<file path="config.mk">
export PLATFORM = sky130hd
export DESIGN_NAME = matrix_mac_sequencer
export DESIGN_NICKNAME = d
export VERILOG_FILES = /design/src/rtl/matrix_mac_sequencer.sv
export SDC_FILE = /design/constraint.sdc
export NUM_CORES = 2
export LEC_CHECK = 0
export BUFFER_PORTS_ARGS = -buffer_cell sky130_fd_sc_hd__buf_2
export CAP_MARGIN = 20
export CORE_ASPECT_RATIO = 1.4
export CORE_UTILIZATION = 55
export DETAILED_ROUTE_END_ITERATION = 16
export GPL_ROUTABILITY_DRIVEN = 1
export HOLD_SLACK_MARGIN = 0.12
export PLACE_DENSITY = 0.77
export SYNTH_ARGS = -nofsm -noshare
export SYNTH_HDL_FRONTEND = slang
export SYNTH_SLANG_ARGS = --single-unit
</file>
<file path="constraint.sdc">
create_clock -name clk -period 9.3 [get_ports clk]
set_input_delay 1.86 -clock clk [delete_from_list [all_inputs] [get_ports clk]]
set_output_delay 1.86 -clock clk [all_outputs]
set_load 0.02 [all_outputs]
</file>
<file path="src/rtl/matrix_mac_sequencer.sv">
// Memory-side master computing C = A x B for NxN 32-bit row-major matrices.
// Owns the data-memory port while busy, issuing exactly one access per cycle:
// for each C element, N interleaved A/B reads followed by one C write.
//
// Ports:
//   clk        rising-edge clock
//   reset      synchronous, active-high
//   start      one-cycle request, honoured only in IDLE
//   mem_rdata  memory read data (combinational from mem_addr/mem_read)
//   mem_read   memory read strobe
//   mem_write  memory write strobe
//   mem_addr   17-bit byte address
//   mem_wdata  memory write data
//   busy       high in every state except IDLE
//   done       one-cycle pulse after the last C element is written
module matrix_mac_sequencer #(
  parameter int unsigned N      = 3,
  parameter logic [16:0] A_BASE = 17'h00200,
  parameter logic [16:0] B_BASE = 17'h00300,
  parameter logic [16:0] C_BASE = 17'h00100
) (
  input  logic        clk,
  input  logic        reset,
  input  logic        start,
  input  logic [31:0] mem_rdata,
  output logic        mem_read,
  output logic        mem_write,
  output logic [16:0] mem_addr,
  output logic [31:0] mem_wdata,
  output logic        busy,
  output logic        done
);

  localparam int unsigned CW = (N > 1) ? $clog2(N) : 1;
  localparam logic [CW-1:0] LAST = CW'(N - 1);

  typedef enum logic [2:0] {IDLE, RD_A, RD_B, WR, DONE} state_t;

  state_t        state;
  logic [CW-1:0] i;
  logic [CW-1:0] j;
  logic [CW-1:0] k;
  logic [31:0]   acc;
  logic [31:0]   a_reg;
  logic [31:0]   acc_sum_c;

  // Running dot product including the B element being read this cycle (wraps mod 2^32).
  assign acc_sum_c = acc + a_reg * mem_rdata;

  // Byte address of element [row][col] in a row-major matrix at base.
  function automatic logic [16:0] elem_addr(input logic [16:0] base,
                                            input logic [CW-1:0] row,
                                            input logic [CW-1:0] col);
    return base + ((17'(N) * 17'(row) + 17'(col)) << 2);
  endfunction

  // Outputs are registered: each transition loads the outputs of the state being entered.
  always_ff @(posedge clk) begin
    if (reset) begin
      state     <= IDLE;
      i         <= '0;
      j         <= '0;
      k         <= '0;
      acc       <= '0;
      a_reg     <= '0;
      mem_read  <= 1'b0;
      mem_write <= 1'b0;
      mem_addr  <= '0;
      mem_wdata <= '0;
      busy      <= 1'b0;
      done      <= 1'b0;
    end else begin
      case (state)
        IDLE: begin
          if (start) begin
            i        <= '0;
            j        <= '0;
            k        <= '0;
            acc      <= '0;
            state    <= RD_A;
            mem_read <= 1'b1;
            mem_addr <= A_BASE;
            busy     <= 1'b1;
          end
        end

        RD_A: begin
          a_reg    <= mem_rdata;
          state    <= RD_B;
          mem_addr <= elem_addr(B_BASE, k, j);
        end

        RD_B: begin
          acc <= acc_sum_c;
          if (k == LAST) begin
            state     <= WR;
            mem_read  <= 1'b0;
            mem_write <= 1'b1;
            mem_addr  <= elem_addr(C_BASE, i, j);
            mem_wdata <= acc_sum_c;
          end else begin
            k        <= k + CW'(1);
            state    <= RD_A;
            mem_addr <= elem_addr(A_BASE, i, k + CW'(1));
          end
        end

        WR: begin
          acc       <= '0;
          k         <= '0;
          mem_write <= 1'b0;
          mem_wdata <= '0;
          if (j != LAST) begin
            j        <= j + CW'(1);
            state    <= RD_A;
            mem_read <= 1'b1;
            mem_addr <= elem_addr(A_BASE, i, '0);
          end else if (i != LAST) begin
            j        <= '0;
            i        <= i + CW'(1);
            state    <= RD_A;
            mem_read <= 1'b1;
            mem_addr <= elem_addr(A_BASE, i + CW'(1), '0);
          end else begin
            state    <= DONE;
            mem_addr <= '0;
            done     <= 1'b1;
          end
        end

        DONE: begin
          state <= IDLE;
          busy  <= 1'b0;
          done  <= 1'b0;
        end

        default: state <= IDLE;
      endcase
    end
  end

endmodule
</file>
Word-level counts from Yosys, hierarchy flattened --
Index checks and enable logic that the tools add are counted.
Word-level totals: bits of input ports 35, register bits 126, RAM bits 0, latch bits 0, word-level logic and storage cells 92, memories kept 0, output and inout bits 53, memory bits (read-only) 0
Operators by class: bitwise operators 0, equality and inequality tests 14, $mul 4, shift-type cells 0, add/sub/neg operators 12, reductions and logical operators 16, divide/modulo/power cells 0, order comparisons 0, muxes and demuxes 34
Operator list (count):
- 32-bit one-hot mux with 3 select lines | 1
- 17-bit one-hot mux with 4 select lines | 1
- 32-bit 2-to-1 mux | 2
- 32-bit one-hot mux with 2 select lines | 1
- 11-bit 2-to-1 mux | 3
- 32-bit adder | 1
- 32-bit by 32-bit multiplier with 32-bit output | 1
- 10-bit by 6-bit adder with 11-bit output, first input constant | 2
- 10-bit by 7-bit adder with 11-bit output, first input constant | 2
- 17-bit 2-to-1 mux | 1
- 2-bit inequality test, second input constant | 8
- 4-bit by 2-bit adder with 5-bit output | 3
- 2-bit 2-to-1 mux | 7
- 2-bit by 2-bit multiplier with 4-bit output, first input constant | 3
- 3-bit one-hot mux with 4 select lines | 1
- 9-bit by 7-bit adder with 10-bit output, first input constant | 1
- 3-bit 2-to-1 mux | 3
- 3-bit AND reduction | 3
- 2-bit one-hot mux with 2 select lines | 2
- 2-bit AND reduction | 4
- 4-bit AND reduction | 2
- 2-bit nonzero test | 4
- 1-bit 2-to-1 mux | 7
- 2-bit by 1-bit adder with 2-bit output, second input constant | 3
- other kinds (11) | 14

Logic depth before layout (Yosys ltp) --
word-level depth 6, mapped depth 29, mapped depth without buffers 27

Worst setup path before layout --
Ideal clock, no wire load.
path kind input -> register, start input port mem_rdata[5], end register mem_wdata[30], buffers on the path 2, arrival time 8.404 ns, stages on the path 25, path slack 0.833 ns, data required time 9.238 ns, setup time 0.062 ns, path through clkbuf_1 clkbuf_1 and2_1 fa_1 fa_1 fa_1 inv_1 fa_1 inv_1 fa_1 fa_1 fa_1 inv_1 fa_1 inv_1 ha_1 a21o_1 a21o_1 a221o_1 nand2_1 o21ai_2 o211ai_2 a21oi_2 or4b_1 nand3_1
On the way: cells in the longest elaborated chain, start to end 4
RTL lines:
- start: declaration | line 25 | input logic [31:0] mem_rdata,
- 32-bit by 32-bit multiplier with 32-bit output | line 48 | assign acc_sum_c = acc + a_reg * mem_rdata;
- 32-bit adder | line 48
- 32-bit 2-to-1 mux | line 95 | if (k == LAST) begin
- 32-bit one-hot mux with 2 select lines | line 73 | case (state)
- end signal: assignment | line 100 | mem_wdata <= acc_sum_c;
- end: declaration | line 29 | output logic [31:0] mem_wdata,
No other way between the ends. The select of a mux whose other input is x is not followed. A chain may end at the register's enable or synchronous reset.

Worst setup path in the final report --
start input port mem_rdata[0], end register mem_wdata[31]
Same word-level chain as after synthesis.

==> flow_metrics.py <==
metrics = {
    "global_route": {
        "grt_pass1_vias": 18174,
        "grt_max_degree": 91,
        "gr-total-overflow": 0,
        "antenna_found_initial": 2,
        "grt_first_pass_wirelength_mm": 93.48,
        "track_usage_pct": 30.20,
    },
    "timing": {
        "relSlewSlack_pct": 21.20,
        "worst_pin_slew_ns": 1.180,
        "min_period_over_period_pct": 91.87,
        "worst_clock_skew_ns": 0.01212,
        "hold_violations": 0,
        "setup_viol": 0,
        "fin_tns_setup_ns": 0,
        "rsz0062_at_grt": "false",
        "fin_ws_ns": 0.7564,
        "max_freq_mhz": 117.0,
        "min_period_ns": 8.544,
        "slew_viol_final": 0,
    },
    "routing": {
        "drt_iter0_drc": 1066,
        "routed-via-count": 16443,
        "drt-total-wl_mm": 55.96,
        "firstDrtPassIters": 5,
        "viasPerCell": 5.536,
        "antenna_left": 0,
        "route.detailed.wl_per_inst_um": 18.84,
        "drc_errors": 0,
    },
    "clock_network": {
        "insertion_delay_ns": 0.44,
        "ctsRootBufferMaster": "clkbuf_16",
        "cts_hold_buf": 0,
        "cts_tree": "done",
        "numClockSinks": 116,
        "path_clk_slew_ns": 0.06,
        "clock_path_buffers": 2,
        "post_cts_resized": 0,
        "post-cts-setup-buffers": 0,
        "htreeDepth": 4,
        "numCtsBuffers": 17,
    },
    "placement": {
        "post-dp-hpwl_mm": 44.90,
        "gp_congestion": 0.9395,
        "place_ws_ns": 0.3826,
        "postPlaceCellArea_um2": 22250,
        "port_buffers": 77,
    },
    "floorplanning": {
        "die-area_um2": 39900,
        "core-area_um2": 38500,
        "num_rows": 85,
        "die_x_um": 169.1,
        "die_y_um": 236.0,
        "io_pins": 88,
        "start_util_pct": 55.85,
    },
    "synthesis": {
        "syn-instance-count": 2446,
        "async_flop_share_pct": 0,
        "synth_top_area_share_pct": 41.06,
        "yosys_most_used_dff": "dfxtp_1",
        "synth_edf_count": 0,
        "yosysWarnings": 0,
        "syn-cell-area_um2": 21500,
        "syn_area_per_cell_um2": 8.791,
        "ys_seq_area_share_pct": 10.80,
        "yosysUniqueCellTypes": 60,
        "synth.area.top_cells": "fa_1, dfxtp_1, and2_1",
        "ys_ff_latch": 116,
        "yosysTopAreaCell": "fa_1",
    },
    "power": {
        "leakagePower_uw": 0.01110,
        "peakVddDrop_uv": 199.0,
        "power_density_nw_per_um2": 188.8,
        "power_uw": 4313,
    },
    "critical_path": {
        "cp.required_ns": 9.58,
        "critPathLaunchType": "input pin",
        "path_class": "input pin to register",
        "crit_arrival_ns": 8.82,
        "worst_setup_path_end_kind": "register",
        "critPathMaxFanout": 17,
        "r2r_slack_ns": 1.60,
    },
    "final_layout": {
        "layout_commonest_cell": "inv_1",
        "drive_gt1_share_pct": 6.740,
        "mostFrequentLayoutCells": "inv_1, fa_1, nand2_1",
        "fin_area_um2": 22850,
        "syn2layout_area_growth_pct": 6.250,
        "diodes": 0,
        "finalNetCount": 3046,
    },
    "flow_run": {
        "cap_violations": 0,
    },
    "run_status": {
        "status": "completed",
    },
    "hold_path": {
        "hold_path.class": "register to register",
    },
}
==> cells in the mapped netlist, drive strengths merged, types with 3 or more instances <==
master and n:
inv 508, fa 441, nand2 332, and2 320, ha 134, clkbuf 132
dfxtp 116, a21oi 95, xnor2 62, nor2 50, nand3 38, o21ai 26
a22oi 24, buf 18, xor2 16, a21o 13, nor3 13, a31oi 8
nand2b 8, nand4 7, o211ai 7, or3 7, and3 6, o21a 6
a211oi 5, nor2b 5, o2111ai 5, nor4b 4, or4b 4, a221oi 3
a311o 3, mux2 3, o21bai 3
==> area by class of cell <==
cell class              instances  area [um2]
fillers                      3287       15650
repair buffers                112       663.1
well taps                     522       653.1
multi-input cells            1681       16700
flip-flops and latches        116        2322
clock buffers                  18       439.2
clock inverters                13       157.7
inverters                     508        1907
==> cell families (layout without fill, tap and decap cells) <==
group           count (synthesis)  count (layout)  share of synthesized area [%]
xor+xnor                       79              79                          3.282
other cells                     1              10                        0.01744
simple gates                  800             800                          18.78
flops                         116             116                          10.80
buf+inv                       658             651                          11.70
compound gates                212             212                          6.314
mux                             5               5                         0.2502
fa+ha+maj                     575             575                          48.86
==> metrics by stage <==
| step | util, % | instances | hold slack (ns) |
|---|---|---|---|
| 2_1_floorplan | - | 2455 | 0.4319 |
| 3_3_place_gp | 57.79 | 2939 | 0.4435 |
| 3_5_place_dp | 57.79 | 2939 | 0.4484 |
| 4_1_cts | 59.34 | 2970 | 0.4558 |
| 5_1_grt | 59.34 | 2970 | 0.4842 |
| 6_report | 59.34 | 2970 | 0.4551 |
==> critical path: stages <==
cell       delay, ns
buf_2           0.34
buf_4           0.31
and2_1          0.19
fa_1            0.45
fa_1            0.51
fa_1            0.49
inv_1           0.06
fa_1            0.53
inv_1           0.05
fa_1            0.46
ha_1            0.30
fa_1            0.48
inv_1           0.05
fa_1            0.48
inv_1           0.07
ha_1            0.40
a21o_1          0.15
a31oi_1         0.11
and3_4          0.22
a221o_1         0.34
a211oi_1        0.23
buf_4           0.16
o2111ai_1       0.13
and3_1          0.23
o21ai_1         0.13
a21oi_1         0.08
==> worst paths after layout <==
check               start       endpoint  cells after the start
max          mem_rdata[0]  mem_wdata[31]                     26
min           mem_addr[6]    mem_addr[6]                      2
max reg2reg      a_reg[2]  mem_wdata[31]                     25
min reg2reg   mem_addr[6]    mem_addr[6]                      2
==> metal layers <==
metal  track usage [%]  wire [um]
met4             13.32       2496
met2             52.32      28130
met5                 0         19
met3             4.228       3964
met1             37.41      21350
==> power breakdown <==
part / switching, uW / leakage [uW] / internal (uW)
combinational: 1870 / 0.00988 / 1190
clock: 247 / 0.000284 / 425
sequential: 55.5 / 0.000940 / 523
Power figures use the tool's default switching activity.
